$ cat src/rtl/fwd_arb_ctrl.sv
// Forwarding arbiter/sequencer for the parallel-core output path.
// Grants the shared forwarding mux tree to one core at a time, round-robin,
// holds the grant for a whole packet, and emits valid/last strobes delayed
// to line up with the registered output of the mux tree.
module fwd_arb_ctrl #(
    parameter int N      = 4,
    parameter int TAG_SZ = 2,
    parameter int LAT    = 1
) (
    input  logic              clk,
    input  logic              rst,
    input  logic [N-1:0]      req,
    input  logic [N-1:0]      done,
    output logic [N-1:0]      gnt,
    output logic [TAG_SZ-1:0] sel,
    output logic              busy,
    output logic              fwd_valid,
    output logic              fwd_last
);

    localparam int IW = (N > 1) ? $clog2(N) : 1;

    typedef enum logic [1:0] {
        IDLE  = 2'd0,
        GRANT = 2'd1,
        GAP   = 2'd2
    } state_t;

    state_t            state;
    state_t            state_nxt;
    logic [IW-1:0]     ptr;
    logic [IW-1:0]     ptr_nxt;
    logic [IW-1:0]     cur;
    logic [IW-1:0]     cur_nxt;
    logic [N-1:0]      gnt_nxt;
    logic [TAG_SZ-1:0] sel_nxt;
    logic              busy_nxt;
    logic              found;
    logic [IW-1:0]     win;
    logic              acc_done;
    logic [LAT-1:0]    valid_sr;
    logic [LAT-1:0]    last_sr;

    // Only the granted core's done counts; gnt is zero outside GRANT, so a
    // done arriving on the grant-issuing edge is naturally ignored.
    assign acc_done = |(done & gnt);

    // Round-robin scan: first requester at ptr, ptr+1, ... wrapping modulo N.
    always_comb begin
        int            s;
        logic [IW-1:0] idx;
        found = 1'b0;
        win   = '0;
        s     = 0;
        idx   = '0;
        for (int i = 0; i < N; i++) begin
            s = int'(ptr) + i;
            if (s >= N) begin
                s = s - N;
            end
            idx = IW'(s);
            if (!found && req[idx]) begin
                found = 1'b1;
                win   = idx;
            end
        end
    end

    // Next-state and next-output logic for the IDLE/GRANT/GAP sequencer.
    always_comb begin
        state_nxt = state;
        ptr_nxt   = ptr;
        cur_nxt   = cur;
        gnt_nxt   = gnt;
        sel_nxt   = sel;
        busy_nxt  = busy;
        case (state)
            IDLE: begin
                if (found) begin
                    state_nxt    = GRANT;
                    gnt_nxt      = '0;
                    gnt_nxt[win] = 1'b1;
                    sel_nxt      = TAG_SZ'(win);
                    cur_nxt      = win;
                    busy_nxt     = 1'b1;
                end
            end
            GRANT: begin
                if (acc_done) begin
                    state_nxt = GAP;
                    gnt_nxt   = '0;
                    busy_nxt  = 1'b0;
                    ptr_nxt   = (cur == IW'(N - 1)) ? '0 : cur + IW'(1);
                end
            end
            GAP: begin
                state_nxt = IDLE;
            end
            default: begin
                state_nxt = IDLE;
                gnt_nxt   = '0;
                busy_nxt  = 1'b0;
            end
        endcase
    end

    // State, pointer and grant registers; reset drops any packet in flight.
    always_ff @(posedge clk or negedge rst) begin
        if (!rst) begin
            state <= IDLE;
            ptr   <= '0;
            cur   <= '0;
            gnt   <= '0;
            sel   <= '0;
            busy  <= 1'b0;
        end else begin
            state <= state_nxt;
            ptr   <= ptr_nxt;
            cur   <= cur_nxt;
            gnt   <= gnt_nxt;
            sel   <= sel_nxt;
            busy  <= busy_nxt;
        end
    end

    // Delay lines matching the mux tree depth for the valid and last strobes.
    always_ff @(posedge clk or negedge rst) begin
        if (!rst) begin
            valid_sr <= '0;
            last_sr  <= '0;
        end else begin
            valid_sr[0] <= busy;
            last_sr[0]  <= acc_done;
            for (int i = 1; i < LAT; i++) begin
                valid_sr[i] <= valid_sr[i-1];
                last_sr[i]  <= last_sr[i-1];
            end
        end
    end

    assign fwd_valid = valid_sr[LAT-1];
    assign fwd_last  = last_sr[LAT-1];

    // The grant vector must never carry more than one set bit.
    gnt_onehot: assert property (@(posedge clk) disable iff (!rst) $onehot0(gnt));

endmodule

$ cat config.mk
export PLATFORM = sky130hd
export DESIGN_NAME = fwd_arb_ctrl
export DESIGN_NICKNAME = d
export VERILOG_FILES = /design/src/rtl/fwd_arb_ctrl.sv
export SDC_FILE = /design/constraint.sdc
export NUM_CORES = 1
export LEC_CHECK = 0
export ABC_AREA = 1
export CORE_MARGIN = 4
export CORE_UTILIZATION = 46
export CTS_BUF_LIST = sky130_fd_sc_hd__clkbuf_4 sky130_fd_sc_hd__clkbuf_8
export CTS_CLUSTER_DIAMETER = 100
export DETAILED_ROUTE_END_ITERATION = 8
export GPL_TIMING_DRIVEN = 0
export PLACE_DENSITY_LB_ADDON = 0.3
export SLEW_MARGIN = 20
export SYNTH_ARGS = -nofsm -noshare
export SYNTH_HDL_FRONTEND = slang
export SYNTH_SLANG_ARGS = --single-unit
$ cat constraint.sdc
create_clock -name clk -period 1.4 [get_ports clk]
set_clock_uncertainty 0.05 [all_clocks]
set_input_delay 0.14 -clock clk [delete_from_list [all_inputs] [get_ports clk]]
set_output_delay 0.14 -clock clk [all_outputs]
set_load 0.02 [all_outputs]
==> results.json <==
{
  "fmax_mhz": 617,
  "drive_gt1_share_pct": 26.2,
  "ys_seq_area_share_pct": 39.8,
  "hp-class": "in -> async",
  "synth_compound_area_share_pct": 5.81,
  "topRoutingLayerUsed": "met4",
  "wl_met1_um": 944,
  "routedWlPerCell_um": 12.4,
  "start_util_pct": 51.3,
  "period_share_pct": 116,
  "dieWidth_um": 50.2,
  "area_delta_synth_final_pct": 43.7,
  "cts_buffers": 3,
  "synth_cell_types": 17,
  "placed_cells": 163,
  "rr_worst_depth": 11,
  "path_cells": "buf_6, nand2_2, nand2_4, nand2_2, nand2_2, nor2_4, nand3b_1, nand2_2, buf_6, nand3_1, nand2_1",
  "numPortBuffers": 18,
  "synth_top_family_by_area": "simple AND/OR/NAND/NOR gates",
  "crit_fanout": 5,
  "tightest_slew_ps": 560,
  "ys_ff_latch": 13,
  "synthCells": 121,
  "status": "finished with violations",
  "seq_area_um2": 328,
  "finalHoldViolCount": 0,
  "power_density_mw_per_mm2": 602,
  "vias": 854,
  "synth_fa_ha_area_share_pct": 1.53,
  "layout.nets": 161,
  "design_area_mm2": 0.00118,
  "antenna_found_initial": 0,
  "multi_input_area_um2": 479,
  "path_class": "reg -> reg",
  "cap_violations": 0,
  "path_clk_slew_ps": 70,
  "cts_buffer_depth": 2,
  "design.die.area_mm2": 0.00252,
  "cts_tree": "done",
  "synth_xor_area_share_pct": 0,
  "violations": "negative setup slack",
  "synth_mux_area_share_pct": 0,
  "viasPerCell": 4.94,
  "track_usage_pct": 19.4,
  "clk_latency_ps": 270,
  "critPathSlowestCell": "dfrtp_2",
  "start_kind": "flip-flop",
  "layout_commonest_cell": "nand2_1",
  "grt_max_degree": 14,
  "critPathRequiredTime_ps": 1560,
  "reg2reg_to": "gnt[0]",
  "cts_hold_buf": 0,
  "finalNonFillerCells": 173,
  "fin_crit_ps": 1620,
  "rsz0062_at_grt": "yes",
  "synth.cell_area_um2": 818,
  "grt-ovfl-total": 0,
  "peakVddDrop_mv": 0.516,
  "startpoint": "ptr[0]",
  "maxSlewHeadroom_pct": 62.5,
  "leakage_nw": 0.697,
  "core.rowCount": 14,
  "ioPinCount": 19,
  "slew_viol_final": 0,
  "placed_cell_area_mm2": 0.00104,
  "reg2reg_slack_ps": -220,
  "ant_nets": 0,
  "fillers": 119,
  "cts.sinks": 13,
  "drc_errors": 0,
  "syn_nets": 132,
  "n_antenna_cell": 0,
  "die_h_um": 50.2,
  "clock-root-buffer": "clkbuf_4",
  "dp_hpwl_mm": 1.49,
  "drt_iter0_drc": 28,
  "synth_area_per_cell_um2": 6.76,
  "setup-tns-final_ps": -1620,
  "r2r_start": "ptr[0]",
  "cp_common_cell": "nand2_2",
  "max_stage_delay_ps": 450,
  "dp_slack_ps": -299,
  "cp.arrival_ps": 1780,
  "core_mm2": 0.00159,
  "dr.pass1.iters": 4,
  "met2_length_mm": 1.03,
  "yosysWarningCount": 0,
  "grt_pass1_vias": 841,
  "synth-simple-area-share_pct": 43.7,
  "grt_pass1_wl_mm": 3.68,
  "setup_slack_ps": -221,
  "most-common-layout-cells": "nand2_1, nand2_2, inv_1, nand3_1, dfrtp_1",
  "worstSetupEndpointType": "flip-flop",
  "wirelength_mm": 2.15,
  "cts_htree_levels": 1,
  "place_congestion": 0.859,
  "p_total_mw": 0.708,
  "setup_violations": 8,
  "met3WireLength_um": 141
}
## cells in the mapped netlist (all sizes together)
master   n  area [um^2]
a21boi   1         7.51
buf      2         22.5
dfrtp   13          325
ha       1         12.5
inv     14         52.6
nand2   57          224
nand3   14         75.1
nand3b   1         7.51
nand4    1         6.26
nor2    10         45.0
o21ai    5         25.0
o31ai    2         15.0
## worst max path at each step
stage,endpoint,cells past startpoint
after floorplan,gnt[0],11
after global placement,gnt[3],12
after detailed placement,gnt[3],11
after CTS,gnt[3],10
after global routing,gnt[2],11
final,gnt[0],11
## critical path: cells and delay by family, from the launching register on
kind,cells,cell delay (ps)
buf+inv,2,280
flops,1,450
simple gates,9,780
## cell type report
cell class                      count  share of cell area (%)
Buffer                              2                    1.91
Clock buffer                        4                    2.55
Inverter                           14                    4.89
Multi-Input combinational cell     92                    40.7
Sequential cell                    13                    27.9
Tap cell                           24                    2.55
Timing Repair Buffer               24                    19.5
## state kept, by name (all words and copies together), names as in the netlist
register and flops:
fwd_valid 1, state 2, fwd_last 1, cur 2
gnt 4, ptr 2, busy 1
## routing by layer
layer | up-vias | GRT usage (%)
li1 | 435 | -
met1 | 384 | 23.9
met2 | 31 | 31.5
met3 | 4 | 6.21
met4 | 0 | 7.37
met5 | - | 0
## repair_timing
action,in CTS,in global routing
cloned,2,0
resized for setup,16,18
pin swaps,1,6
setup buffers,3,1
setup endpoints to repair,15,10
## metrics by stage
step,util (%),hold slack [ps]
floorplan,-,-206
global route,73.8,222
finish,73.8,177
global placement,65.0,341
detailed placement,65.0,343
CTS,69.9,189
## cell families (layout without fill, tap and decap cells)
logic type,Yosys count,after routing
buffers and inverters,16,44
flip-flops,13,13
AO/OA/AOI/OAI,8,8
adder cells (fa/ha/maj),1,1
AND/OR/NAND/NOR,83,83
## where the power goes
part	internal [mW]	switching (mW)	total (mW)
clock network	0.130	0.114	0.243
logic	0.0402	0.0491	0.0893
registers	0.375	0	0.375
total	0.545	0.163	0.708
Power figures use the tool's default switching activity.
